`config.mk`:
```
export PLATFORM = sky130hd
export DESIGN_NAME = tl_sensor_cond_flat
export DESIGN_NICKNAME = d
export VERILOG_FILES = /design/src/rtl/tl_pkg.sv /design/src/rtl/tl_sensor_cond_if.sv /design/src/rtl/tl_lane_filter.sv /design/src/rtl/tl_sensor_cond.sv /design/src/flat_wrapper.sv
export SDC_FILE = /design/constraint.sdc
export NUM_CORES = 1
export LEC_CHECK = 0
export ABC_CLOCK_PERIOD_IN_PS = 2000
export CORE_ASPECT_RATIO = 0.6
export CORE_UTILIZATION = 37
export DETAILED_ROUTE_END_ITERATION = 6
export GPL_TIMING_DRIVEN = 0
export PLACE_DENSITY = 0.57
export SYNTH_ARGS = -nofsm -noshare
export SYNTH_HDL_FRONTEND = slang
export SYNTH_SLANG_ARGS = --single-unit
export TNS_END_PERCENT = 30
```
`constraint.sdc`:
```
create_clock -name clk -period 2 [get_ports clk]
set_input_delay 0.4 -clock clk [delete_from_list [all_inputs] [get_ports clk]]
set_output_delay 0.4 -clock clk [all_outputs]
set_load 0.02 [all_outputs]
```
`src/rtl/tl_pkg.sv`:
```
// Shared definitions for the traffic-light controller slice: lane filter
// state codes, light codes and the lane counter sizing helpers.
package tl_pkg;

    typedef enum logic [2:0] {
        S_IDLE    = 3'd0,
        S_ARRIVE  = 3'd1,
        S_PRESENT = 3'd2,
        S_LEAVE   = 3'd3,
        S_STUCK   = 3'd4
    } lane_state_e;

    typedef enum logic [1:0] {
        GREEN  = 2'b00,
        YELLOW = 2'b01,
        RED    = 2'b10
    } light_e;

    function automatic int max_of3(input int a, input int b, input int c);
        int m;
        m = (a > b) ? a : b;
        m = (m > c) ? m : c;
        return m;
    endfunction

    // Wide enough that every lane count stops at its compare value before wrapping.
    function automatic int lane_cnt_width(input int db, input int hold, input int stuck);
        return $clog2(max_of3(db, hold, stuck) + 32'sd1);
    endfunction

endpackage

```
`src/rtl/tl_sensor_cond_if.sv`:
```
// Detector pins in, conditioned traffic/fault flags out.
interface tl_sensor_cond_if;

    logic raw_a;
    logic raw_b;
    logic Ta;
    logic Tb;
    logic stuck_a;
    logic stuck_b;

    modport master (
        output raw_a,
        output raw_b,
        input  Ta,
        input  Tb,
        input  stuck_a,
        input  stuck_b
    );

    modport slave (
        input  raw_a,
        input  raw_b,
        output Ta,
        output Tb,
        output stuck_a,
        output stuck_b
    );

endinterface

```
`src/rtl/tl_lane_filter.sv`:
```
// One detector lane: 2-flop synchronizer, debounce / gap-extend / stuck FSM
// and its shared counter. Outputs are registered copies of the next-state decode.
module tl_lane_filter
    import tl_pkg::*;
#(
    parameter int DB_CYC    = 16,
    parameter int HOLD_CYC  = 256,
    parameter int STUCK_CYC = 4096
) (
    input  logic clk,
    input  logic reset_n,
    input  logic raw,
    output logic present,
    output logic stuck
);

    localparam int CW = lane_cnt_width(DB_CYC, HOLD_CYC, STUCK_CYC);

    localparam logic [CW-1:0] CNT_ZERO   = {CW{1'b0}};
    localparam logic [CW-1:0] CNT_ONE    = CW'(32'sd1);
    localparam logic [CW-1:0] DB_LAST    = CW'(DB_CYC - 32'sd1);
    localparam logic [CW-1:0] HOLD_LAST  = CW'(HOLD_CYC - 32'sd1);
    localparam logic [CW-1:0] STUCK_LAST = CW'(STUCK_CYC - 32'sd1);

    logic        sync1_r;
    logic        sync2_r;
    logic        s_s;
    lane_state_e state_r;
    lane_state_e state_nxt_s;
    logic [CW-1:0] cnt_r;
    logic [CW-1:0] cnt_nxt_s;
    logic        present_r;
    logic        stuck_r;

    // Two-flop synchronizer for the asynchronous detector pin.
    always_ff @(posedge clk or negedge reset_n) begin
        if (!reset_n) begin
            sync1_r <= 1'b0;
            sync2_r <= 1'b0;
        end else begin
            sync1_r <= raw;
            sync2_r <= sync1_r;
        end
    end

    assign s_s = sync2_r;

    // Lane state and counter registers.
    always_ff @(posedge clk or negedge reset_n) begin
        if (!reset_n) begin
            state_r <= S_IDLE;
            cnt_r   <= CNT_ZERO;
        end else begin
            state_r <= state_nxt_s;
            cnt_r   <= cnt_nxt_s;
        end
    end

    // Next-state and counter update; every exit from a state clears the counter.
    always_comb begin
        state_nxt_s = state_r;
        cnt_nxt_s   = cnt_r;
        case (state_r)
            S_IDLE: begin
                if (s_s) begin
                    if (DB_CYC == 32'sd1) begin
                        state_nxt_s = S_PRESENT;
                        cnt_nxt_s   = CNT_ZERO;
                    end else begin
                        state_nxt_s = S_ARRIVE;
                        cnt_nxt_s   = CNT_ONE;
                    end
                end else begin
                    state_nxt_s = S_IDLE;
                    cnt_nxt_s   = CNT_ZERO;
                end
            end
            S_ARRIVE: begin
                if (!s_s) begin
                    state_nxt_s = S_IDLE;
                    cnt_nxt_s   = CNT_ZERO;
                end else if (cnt_r == DB_LAST) begin
                    state_nxt_s = S_PRESENT;
                    cnt_nxt_s   = CNT_ZERO;
                end else begin
                    state_nxt_s = S_ARRIVE;
                    cnt_nxt_s   = cnt_r + CNT_ONE;
                end
            end
            S_PRESENT: begin
                if (!s_s) begin
                    if (HOLD_CYC == 32'sd1) begin
                        state_nxt_s = S_IDLE;
                        cnt_nxt_s   = CNT_ZERO;
                    end else begin
                        state_nxt_s = S_LEAVE;
                        cnt_nxt_s   = CNT_ONE;
                    end
                end else if (cnt_r == STUCK_LAST) begin
                    state_nxt_s = S_STUCK;
                    cnt_nxt_s   = CNT_ZERO;
                end else begin
                    state_nxt_s = S_PRESENT;
                    cnt_nxt_s   = cnt_r + CNT_ONE;
                end
            end
            S_LEAVE: begin
                // A car reappearing inside the gap restarts the presence age.
                if (s_s) begin
                    state_nxt_s = S_PRESENT;
                    cnt_nxt_s   = CNT_ZERO;
                end else if (cnt_r == HOLD_LAST) begin
                    state_nxt_s = S_IDLE;
                    cnt_nxt_s   = CNT_ZERO;
                end else begin
                    state_nxt_s = S_LEAVE;
                    cnt_nxt_s   = cnt_r + CNT_ONE;
                end
            end
            S_STUCK: begin
                if (!s_s) begin
                    state_nxt_s = S_IDLE;
                    cnt_nxt_s   = CNT_ZERO;
                end else begin
                    state_nxt_s = S_STUCK;
                    cnt_nxt_s   = CNT_ZERO;
                end
            end
            default: begin
                state_nxt_s = S_IDLE;
                cnt_nxt_s   = CNT_ZERO;
            end
        endcase
    end

    // Output flops track the decode of the next state, so they change on the
    // same edge as the state register but cannot glitch.
    always_ff @(posedge clk or negedge reset_n) begin
        if (!reset_n) begin
            present_r <= 1'b0;
            stuck_r   <= 1'b0;
        end else begin
            present_r <= (state_nxt_s == S_PRESENT) || (state_nxt_s == S_LEAVE);
            stuck_r   <= (state_nxt_s == S_STUCK);
        end
    end

    assign present = present_r;
    assign stuck   = stuck_r;

endmodule

```
`src/rtl/tl_sensor_cond.sv`:
```
// Car-detector front end: two independent lane filters producing the
// Ta/Tb traffic-present inputs and stuck-detector flags for the controller.
module tl_sensor_cond #(
    parameter int DB_CYC    = 16,
    parameter int HOLD_CYC  = 256,
    parameter int STUCK_CYC = 4096
) (
    input  logic             clk,
    input  logic             reset_n,
    tl_sensor_cond_if.slave  bus
);

    tl_lane_filter #(
        .DB_CYC    (DB_CYC),
        .HOLD_CYC  (HOLD_CYC),
        .STUCK_CYC (STUCK_CYC)
    ) U0 (
        .clk     (clk),
        .reset_n (reset_n),
        .raw     (bus.raw_a),
        .present (bus.Ta),
        .stuck   (bus.stuck_a)
    );

    tl_lane_filter #(
        .DB_CYC    (DB_CYC),
        .HOLD_CYC  (HOLD_CYC),
        .STUCK_CYC (STUCK_CYC)
    ) U1 (
        .clk     (clk),
        .reset_n (reset_n),
        .raw     (bus.raw_b),
        .present (bus.Tb),
        .stuck   (bus.stuck_b)
    );

endmodule

```
`src/flat_wrapper.sv`:
```
// flat-port wrapper written by rule: the top's interface ports become plain ports
module tl_sensor_cond_flat 
#(
    parameter int DB_CYC    = 16,
    parameter int HOLD_CYC  = 256,
    parameter int STUCK_CYC = 4096
)
  (clk, reset_n, bus_raw_a, bus_raw_b, bus_Ta, bus_Tb, bus_stuck_a, bus_stuck_b);
  tl_sensor_cond_if bus_i ();
  input  logic clk;
  input  logic reset_n;
  input wire logic [$bits(bus_i.raw_a)-1:0] bus_raw_a;
  input wire logic [$bits(bus_i.raw_b)-1:0] bus_raw_b;
  output wire logic [$bits(bus_i.Ta)-1:0] bus_Ta;
  output wire logic [$bits(bus_i.Tb)-1:0] bus_Tb;
  output wire logic [$bits(bus_i.stuck_a)-1:0] bus_stuck_a;
  output wire logic [$bits(bus_i.stuck_b)-1:0] bus_stuck_b;
  assign bus_i.raw_a = bus_raw_a;
  assign bus_i.raw_b = bus_raw_b;
  assign bus_Ta = bus_i.Ta;
  assign bus_Tb = bus_i.Tb;
  assign bus_stuck_a = bus_i.stuck_a;
  assign bus_stuck_b = bus_i.stuck_b;
  tl_sensor_cond #(.DB_CYC(DB_CYC), .HOLD_CYC(HOLD_CYC), .STUCK_CYC(STUCK_CYC)) u_core (.clk(clk), .reset_n(reset_n), .bus(bus_i));
endmodule
```
==> run metrics <==
number of synthesized flops with an enable pin=0; layout cells sized above 1=19.3%; Die ar.=5960 sq um; r2r startpoint=u_core.U0.cnt_r[0]$_DFF_PN0_; Multi-input gate area=between 1000 and 1500 sq um; Tcrit/Tclk final=98.2%; flop2flop setup slack=approximately 0.036 ns; Post-Synth Adder-Cell Area=1.20%; crit path max fanout=6; Fin Hold WS=0.221 ns; largest net degree at the start of global routing=slightly above 40; final slew viol count=0; Post-DRT Antenna Nets=0; post-synthesis compound-gate area fraction=around 17%; Ports=8; Hold Vio Cnt, Final=0; multiplexer area fraction after synthesis=0%; clk slew on worst S/H paths=0.08 ns; Worst Clk Skew=0.00627 ns; fraction of registers with async set/reset=100%; H-tree Lvls=2; number of synthesized register bits=40; Synth Flop Type=dfrtp_1; Buf/Inv on CP=2; cell family contributing the most delay on the critical path=compound AO/OA/AOI/OAI gates; status=finished clean; most common cell after layout, fill and taps aside=dfrtp_1; CP cell instances=ha_1 > and3_1 > a41oi_1 > a22oi_2 > buf_4 > buf_4 > a21oi_1; P_leak=approximately 0.94 nW; Max VDD drop=about 0.00024 V; CTS Hold Bufs=0; Placeable Area=5260 sq um; Routed wire per std cell=16.7 microns; endpoints failing setup=0; CTS tree=built; GP Congestion=~0.76; most frequent cells in the layout=39 x dfrtp_1, 14 x xnor2_1, 14 x a21oi_1, 9 x xor2_1, 9 x a31oi_2; final wirelength=4.56 mm; Total GRT Usage=17.0%; Final min period=1.96 ns; vias in the first global route=1581; detailed placer's ending HPWL=3.20 mm; most used cell, CP=buf_4; Clock Path Buffers=2; placed inst area=~2200 sq um; Initial Util=39.8%; drt drc=0; Layout Nets=about 210; Least-Margin Pin Slew=0.882 ns; Max-Cap Viols=0; main combinational cell family by area after synthesis=simple AND/OR/NAND/NOR gates; Syn Std Cell Area=2090 sq um; routed vias=1561; post-synthesis sequential area ratio=47.9%; syn nets=between 150 and 200; synth unique cells=between 40 and 50; Reg-to-Reg End=u_core.U0.cnt_r[2]$_DFF_PN0_; Pwr Density=642 nW/um^2; root buf cell=clkbuf_8; Hold/Removal Path Class=in2async; Avg Inst Size Synth=11.1 sq um; Synth Instances=189; DRT iter0 DRCs=112; synth warn=0; CTS buffer count=5; CP Launch Point=u_core.U0.cnt_r[0]$_DFF_PN0_; diode count=0; crit path to=u_core.U0.cnt_r[2]$_DFF_PN0_; first-pass GRT wire length=7.58 mm; total grt overflow=0; slowest CP cell=dfrtp_2; vias per cell=~5.7; Final Cell Area=2400 sq um; drt first pass iters=4; CP peak stage delay=roughly 0.45 ns; CP Class=reg2reg; required time of the worst setup path=2.21 ns; Synth Area in Simple Gates=20.5%; FMAX=509 MHz; CP endpoint kind=flop; Layout fillers=492; P&R area growth vs syn=14.7%; row cnt=20; Reg area=approximately 1000 sq um; arrival time at the worst endpoint=approximately 2.2 ns; Setup crit start kind=flop; depth of the most critical reg-to-reg path=7; Worst slew margin=41.2%; Port Buf Inserts=7; clk_lat worst skew=0.29 ns; Die Ht=60.2 microns; critical path depth=7; xor/xnor cell area share of the yosys netlist=9.64%; antenna violations before repair=0; CTS sink count=40; DIE WIDTH=slightly below 100 microns
cell usage after synthesis (2+ instances only):
library cell	instances	area share (%)
a211oi_1	2	0.72
a21o_1	4	1.4
a21oi_1	14	3.4
a31oi_1	3	0.90
a31oi_2	9	5.4
a41oi_1	2	0.84
and3_1	3	0.90
and4_1	2	0.84
buf_4	3	1.1
clkbuf_1	2	0.36
dfrtp_1	40	48
ha_1	2	1.2
inv_1	6	1.1
nand2_1	8	1.4
nand2b_1	6	1.8
nand3_1	10	2.4
nand3b_1	2	0.72
nand4_1	5	1.5
nor2_1	5	0.90
nor2b_1	2	0.60
nor3_1	7	1.7
nor3b_1	2	0.72
nor4_1	5	1.5
or4_4	2	1.1
xnor2_1	14	5.9
xor2_1	9	3.8
repair_timing:
item	in CTS	in global routing
setup endpoints to repair	10	27
buffers inserted	0	3
resized for setup	1	7
pin swaps	0	1
gates cloned	0	0
metal layers:
layer,vias to the layer above,GRT usage (%),wire length (microns)
met5,-,0,0
met4,0,7.04,64
met3,9,4.33,205
met2,35,25.7,1960
met1,776,23.6,2340
li1,741,-,-
worst min-delay path by stage:
stage,to,depth (start not counted),startpoint
global route,u_core.U1.cnt_r[8]$_DFF_PN0_,1,reset_n
detailed placement,u_core.U0.s_s$_DFF_PN0_,0,u_core.U0.sync1_r$_DFF_PN0_
global placement,u_core.U1.s_s$_DFF_PN0_,0,u_core.U1.sync1_r$_DFF_PN0_
floorplan,u_core.U0.cnt_r[0]$_DFF_PN0_,0,reset_n
CTS,u_core.U0.cnt_r[1]$_DFF_PN0_,1,reset_n
finish,u_core.U1.stuck$_DFF_PN0_,1,reset_n
metrics by stage:
step / power (mW) / setup slack, ns / instances / TNS [ns] / util (%)
global placement: 0.971 / -0.442 / 262 / -17.62 / 42.7
detailed placement: 0.978 / -0.0204 / 262 / -0.0644 / 42.6
floorplan: 0.932 / 0.297 / 189 / 0 / -
global route: 1.62 / -0.0131 / 273 / -0.0341 / 45.6
CTS: 1.55 / 0.00696 / 270 / 0 / 44.4
finish: 1.54 / 0.0361 / 273 / 0 / 45.6
sequential cells by signal, indices dropped and copies added, names as in the netlist, 3 cells and up:
signal             flops
u_core.U1.cnt_r       13
u_core.U0.cnt_r       13
u_core.U1.state_r      3
u_core.U0.state_r      3
cell families after synthesis:
kind of cell / after synthesis
AO/OA/AOI/OAI: 44
flip-flops: 40
AND/OR/NAND/NOR: 67
buffers and inverters: 13
adder cells (fa/ha/maj): 2
XOR/XNOR: 23
power breakdown:
group          internal (mW)  total, mW  switching [mW]
Clock                  0.276      0.564           0.289
Sequential             0.830      0.855          0.0250
Combinational         0.0459      0.119          0.0729
cell type report:
type | count | area share, %
Buffer | 7 | 2.04
Clock buffer | 6 | 3.44
Clock inverter | 2 | 0.418
Inverter | 6 | 0.939
Multi-Input combinational cell | 136 | 44.3
Sequential cell | 40 | 41.8
Tap cell | 66 | 3.44
Timing Repair Buffer | 10 | 3.65
Power figures use the tool's default switching activity.
==> RTL change 1, RTL diff (same flow settings) <==
Re-encode `lane_state_e` (5 states) as one-hot, 5 bits wide.
--- a/src/rtl/tl_pkg.sv
+++ b/src/rtl/tl_pkg.sv
@@ -4,8 +4,8 @@
 
-    typedef enum logic [2:0] {
-        S_IDLE    = 3'd0,
-        S_ARRIVE  = 3'd1,
-        S_PRESENT = 3'd2,
-        S_LEAVE   = 3'd3,
-        S_STUCK   = 3'd4
+    typedef enum logic [4:0] {
+        S_IDLE    = 5'b00001,
+        S_ARRIVE  = 5'b00010,
+        S_PRESENT = 5'b00100,
+        S_LEAVE   = 5'b01000,
+        S_STUCK   = 5'b10000
     } lane_state_e;
Function: no difference found for any inputs over 10 cycles, from zero or initial values and one cycle with reset_n low; not proved beyond that.
==> RTL change 1 against the unedited design <==
  * Sequential power increased by 10%
  * Critical path depth down 1
  * Area after synthesis is 10% higher
  * Total power rose by 6.6%
  * Final area increased by 13%
  * Cell count increased by 29%
  * Highest routed layer unchanged
  * Via count is 14% higher
  * Sequential share of layout area is 1.2 points lower
  * Die area rose by 10%
  * Clock skew grew 0.91 ps
  * Worst setup slack about the same
  * Routed wire length rose by 1.4%
  * Maximum frequency is essentially flat
  * Sequential cell count is 4 higher
  * Largest power group unchanged
==> RTL change 1: results (changes against the unedited design) <==
H-tree depth 2 (unchanged); Peak VDD IR 0.222 mV (was 0.244 mV); GRT Util Overall 15.0% (was 17.0%); drt pass-1 iters 4 (unchanged); Synth area leaders dfrtp_1, nor2_1, xor2_1, xnor2_1, nand3_1 (was dfrtp_1, xnor2_1, a31oi_2, xor2_1, a21oi_1); ANT cells 0 (unchanged); dpl ws -130 ps (was -20.4 ps); syn_nets 253 (was 195); Fin Clk Skew 7.18 ps (was 6.27 ps); Vias 1780 (was 1561); Yosys cell types 47 (was 46); ys async rst share 100% (unchanged); initial drt markers 96 (was 112); largest net degree at the start of global routing 36 (was 41); Synth top cells by count nor2_1, dfrtp_1, xor2_1 (was dfrtp_1, a21oi_1, xnor2_1); CTS Buf Count 5 (unchanged); largest registers u_core.U0.cnt_r (13), u_core.U1.cnt_r (13) (unchanged); Routed WL 4.63 mm (was 4.56 mm); first-pass GRT wire length 7.78 mm (was 7.58 mm); sequential fraction of the synthesis area 47.9% (about the same); Synth Warn # 0 (unchanged); insertion delay of the later-clocked pin in the worst-skew pair 290 ps (about the same); Root Driver clkbuf_8 (unchanged); worst min path class flop to flop (was input pin to asynchronous set/reset pin); Arrival @ worst endpoint 2140 ps (was 2180 ps); CP Max Fanout 10 (was 6); layout cell share with drive strength beyond 1 14.0% (was 19.3%); Setup-failing EPs final 0 (unchanged); Slew @ Worst Pin 613 ps (was 882 ps); fillers 570 (was 492); DP Wirelength 3.14 mm (was 3.20 mm); Final nets 276 (was 212); GP Congestion 0.774 (was 0.758); DRC Markers 0 (unchanged); Synth Flop Type dfrtp_1 (unchanged); clock-pin slew on the worst setup and hold paths 80 ps (about the same); status finished clean (unchanged); vias in the first global route 1618 (was 1581); Buffers on Ports 7 (unchanged); P_leak 1.08 nW (was 0.939 nW)
[RTL change 1: logic make-up after synthesis]
group	Yosys count	synth area share (%)
flip-flops	44	47.9
AO/OA/AOI/OAI	30	8.52
multiplexers	1	0.434
AND/OR/NAND/NOR	130	30.1
XOR/XNOR	23	8.74
adder cells (fa/ha/maj)	2	1.09
buffers and inverters	17	3.26
[RTL change 1: what timing repair did]
item	4_1_cts	5_1_grt
buffers inserted	1	5
endpoints found under the setup margin	22	23
gates resized for setup	4	10
hold buffers	1	0
cloned	0	1
endpoints found under the hold margin	9	0
pin swaps	2	4
[RTL change 1: cell type report]
cell class / count / area, sq um / share of cell area, %
clock buffers: 8 / 90.1 / 3.31
inverters: 8 / 30.0 / 1.10
multi-input cells: 186 / 1200 / 44.3
repair buffers: 16 / 145 / 5.34
plain buffers: 9 / 45.0 / 1.66
well taps: 80 / 100 / 3.68
flip-flops and latches: 44 / 1100 / 40.6
[RTL change 1: critical path, cell delays in order (launching register included)]
cell	delay [ps]
dfrtp_1	420
or4_4	590
nor4_4	290
o32ai_2	150
nor2_2	190
buf_6	170
nor2_1	50
[RTL change 1: per-layer routing]
layer,vias up,track usage (%),part of all wire (%)
li1,900,-,-
met1,850,23.7,55
met2,28,19.5,39
met3,2,4.04,4.6
met4,0,3.75,0.45
met5,-,0,0
[RTL change 1: path summary, 6_finish.rpt]
path	startpoint	endpoint	slack, ps	cells past startpoint
worst max-delay path	u_core.U1.cnt_r[8]	u_core.U1.cnt_r[7]	40	6
worst min-delay path	u_core.U0.sync1_r	u_core.U0.s_s	360	0
worst max register to register	u_core.U1.cnt_r[8]	u_core.U1.cnt_r[7]	40	6
worst min register to register	u_core.U0.sync1_r	u_core.U0.s_s	360	0
max in group asynchronous	reset_n	u_core.U0.state_r[0]	960	3
min in group asynchronous	reset_n	u_core.U0.cnt_r[7]	500	2
[RTL change 1: where the power goes]
group          total, mW  switching (mW)  internal (mW)
registers          0.944          0.0293          0.915
clock network      0.566           0.284          0.282
logic              0.130          0.0727         0.0575
[RTL change 1: metrics by stage]
stage	instance area (sq um)	TNS, ps	std cells	power [mW]
after global routing	2720	-646	351	1.73
final	2720	0	351	1.64
after detailed placement	2490	-1100	335	1.08
after global placement	2480	-33650	334	1.08
after CTS	2620	0	345	1.66
after floorplan	2310	0	247	1.03
==> RTL change 2, RTL diff (same flow settings) <==
Without the edit above. `HOLD_CYC` is set to 256 in 3 places; all go to 512.
--- a/src/rtl/tl_lane_filter.sv
+++ b/src/rtl/tl_lane_filter.sv
@@ -6,3 +6,3 @@
     parameter int DB_CYC    = 16,
-    parameter int HOLD_CYC  = 256,
+    parameter int HOLD_CYC  = 512,
     parameter int STUCK_CYC = 4096
--- a/src/rtl/tl_sensor_cond.sv
+++ b/src/rtl/tl_sensor_cond.sv
@@ -4,3 +4,3 @@
     parameter int DB_CYC    = 16,
-    parameter int HOLD_CYC  = 256,
+    parameter int HOLD_CYC  = 512,
     parameter int STUCK_CYC = 4096
--- a/src/flat_wrapper.sv
+++ b/src/flat_wrapper.sv
@@ -4,3 +4,3 @@
     parameter int DB_CYC    = 16,
-    parameter int HOLD_CYC  = 256,
+    parameter int HOLD_CYC  = 512,
     parameter int STUCK_CYC = 4096
Check against the original RTL: same outputs for any inputs over 10 cycles, from zero or initial values and one cycle with reset_n low; that may be too few to reach the edited logic, so the function may still have changed.
==> RTL change 2 against the unedited design <==
  * The run now ends with negative setup slack left
  * Cell count is 1.5% higher
  * Sequential power decreased by 2.7%
  * Area after synthesis down 7.5%
  * Largest power group unchanged
  * Critical path type unchanged
  * Combinational power is 35% lower
  * Final area shrank 1.6%
  * Global-route usage decreased by 0.49 points
  * Routed wire length decreased by 7.0%
  * Total power is 2.2% higher
  * Count of clock-buffer cells in the layout is 1 lower
  * Worst setup slack worse by 39 ps
  * Sequential cell count unchanged
==> RTL change 2: results (changes against the unedited design) <==
largest net degree at the start of global routing 41 (unchanged); vias in the first global route 1376 (was 1581); CP max-delay cell or4_4 (was dfrtp_2); initial drt markers 77 (was 112); ys async rst share 100% (unchanged); first-pass GRT wire length 6.74 mm (was 7.58 mm); CP peak stage delay 590 ps (was 450 ps); drt pass-1 iters 4 (unchanged); DP Wirelength 2.65 mm (was 3.20 mm); CP Max Fanout 5 (was 6); reg2reg start u_core.U0.cnt_r[10] (was u_core.U0.cnt_r[0]); routed len/inst 15.3 um (was 16.7 um); GP Congestion 0.888 (was 0.758); syn_nets 196 (was 195); Peak VDD IR 0.317 mV (was 0.244 mV); P_leak 1.01 nW (was 0.939 nW); critical path type flop to flop (unchanged); layout cell share with drive strength beyond 1 17.8% (was 19.3%); ANT cells 0 (unchanged); GRT Util Overall 16.5% (was 17.0%); Root Driver clkbuf_8 (unchanged); Max clock buf depth 2 (unchanged); failing checks negative setup slack; Synth Warn # 0 (unchanged); Final Worst Setup Slack -2.48 ps (was 36.1 ps); status finished with violations (was finished clean); initial antenna violation count 0 (unchanged); final setup TNS -3.89 ps (was 0 ps); Fin Clk Skew 10.2 ps (was 6.27 ps); Synth area leaders dfrtp_1, nor2_1, xor2_1, xnor2_1, nand4_1 (was dfrtp_1, xnor2_1, a31oi_2, xor2_1, a21oi_1); clock-pin slew on the worst setup and hold paths 90 ps; Max-slew headroom 40.5% (was 41.2%); dpl ws -306 ps (was -20.4 ps); Setup-failing EPs final 2 (was 0); worst min path class input pin to asynchronous set/reset pin (unchanged); H-tree depth 2 (unchanged); Synth top cells by count dfrtp_1, nor2_1, xor2_1 (was dfrtp_1, a21oi_1, xnor2_1); Vias 1503 (was 1561); Yosys cell types 41 (was 46); sequential fraction of the synthesis area 51.8% (was 47.9%); Buffers on Ports 7 (unchanged); sw frac 22.4% (was 25.1%); cell family with most CP delay compound AO/OA/AOI/OAI gates (unchanged); largest registers u_core.U0.cnt_r (13), u_core.U1.cnt_r (13) (unchanged); Arrival @ worst endpoint 2190 ps; Final nets 219 (was 212); Post-DP Area 2080 sq um (was 2240 sq um); CTS Buf Count 5 (unchanged); insertion delay of the later-clocked pin in the worst-skew pair 290 ps (about the same)
RTL change 2: changes by cell type after synthesis, moves of 4 or more:
cell / before / now
nor2_1: 5 / 34
a31oi_2: 9 / 0
nor2b_1: 2 / 7
a21o_1: 4 / 0
a21oi_1: 14 / 3
xnor2_1: 14 / 9
RTL change 2: stage by stage:
step                      cells  hold WS (ps)
after floorplan             190           104
after global placement      260           334
after detailed placement    260           341
after CTS                   269           267
after global routing        277           289
final                       277           224
RTL change 2: cell families (layout without fill, tap and decap cells):
kind of cell	Yosys count	after routing	synth area share, %
AO/OA/AOI/OAI	25	25	10.9
adder cells (fa/ha/maj)	2	2	1.29
XOR/XNOR	21	21	9.51
AND/OR/NAND/NOR	92	92	24.1
flip-flops	40	40	51.8
buffers and inverters	10	34	2.39
RTL change 2: layout make-up:
class / instances / area [sq um]
fillers: 430 / 2440
repair buffers: 17 / 144
well taps: 63 / 78.8
multi-input cells: 140 / 973
flip-flops and latches: 40 / 1000
clock inverters: 3 / 42.5
clock buffers: 5 / 68.8
inverters: 6 / 22.5
plain buffers: 3 / 26.3
RTL change 2: layer usage:
layer | share of wire (%) | vias up | GRT usage, %
met3 | 5.9 | 9 | 4.72
met5 | 0 | - | 0
li1 | - | 716 | -
met1 | 49 | 737 | 24.1
met4 | 1.3 | 0 | 6.06
met2 | 43 | 41 | 23.4
RTL change 2: final timing paths:
kind	depth (start not counted)	slack, ps	to
min in group clk	0	360	u_core.U0.s_s
max in group asynchronous	1	1160	u_core.U0.cnt_r[11]
worst min register to register	0	360	u_core.U0.s_s
worst max-delay path	6	-2	u_core.U0.cnt_r[6]
worst min-delay path	1	220	u_core.U0.sync1_r
worst max register to register	6	-2	u_core.U0.cnt_r[6]
RTL change 2: power by group through the flow:
stage / clock [mW] / sequential, mW / combinational [mW]
3_3_place_gp: 0 / 0.847 / 0.0654
2_1_floorplan: 0 / 0.845 / 0.0368
3_5_place_dp: 0 / 0.847 / 0.0676
5_1_grt: 0.724 / 0.835 / 0.0880
4_1_cts: 0.680 / 0.831 / 0.0724
6_report: 0.662 / 0.832 / 0.0777
RTL change 2: repair_timing:
| item | CTS | global route |
|---|---|---|
| hold buffers | 0 | 0 |
| pin swaps | 2 | 5 |
| gates cloned | 0 | 1 |
| resized for setup | 8 | 14 |
| setup buffers | 2 | 7 |
| endpoints found under the setup margin | 25 | 23 |
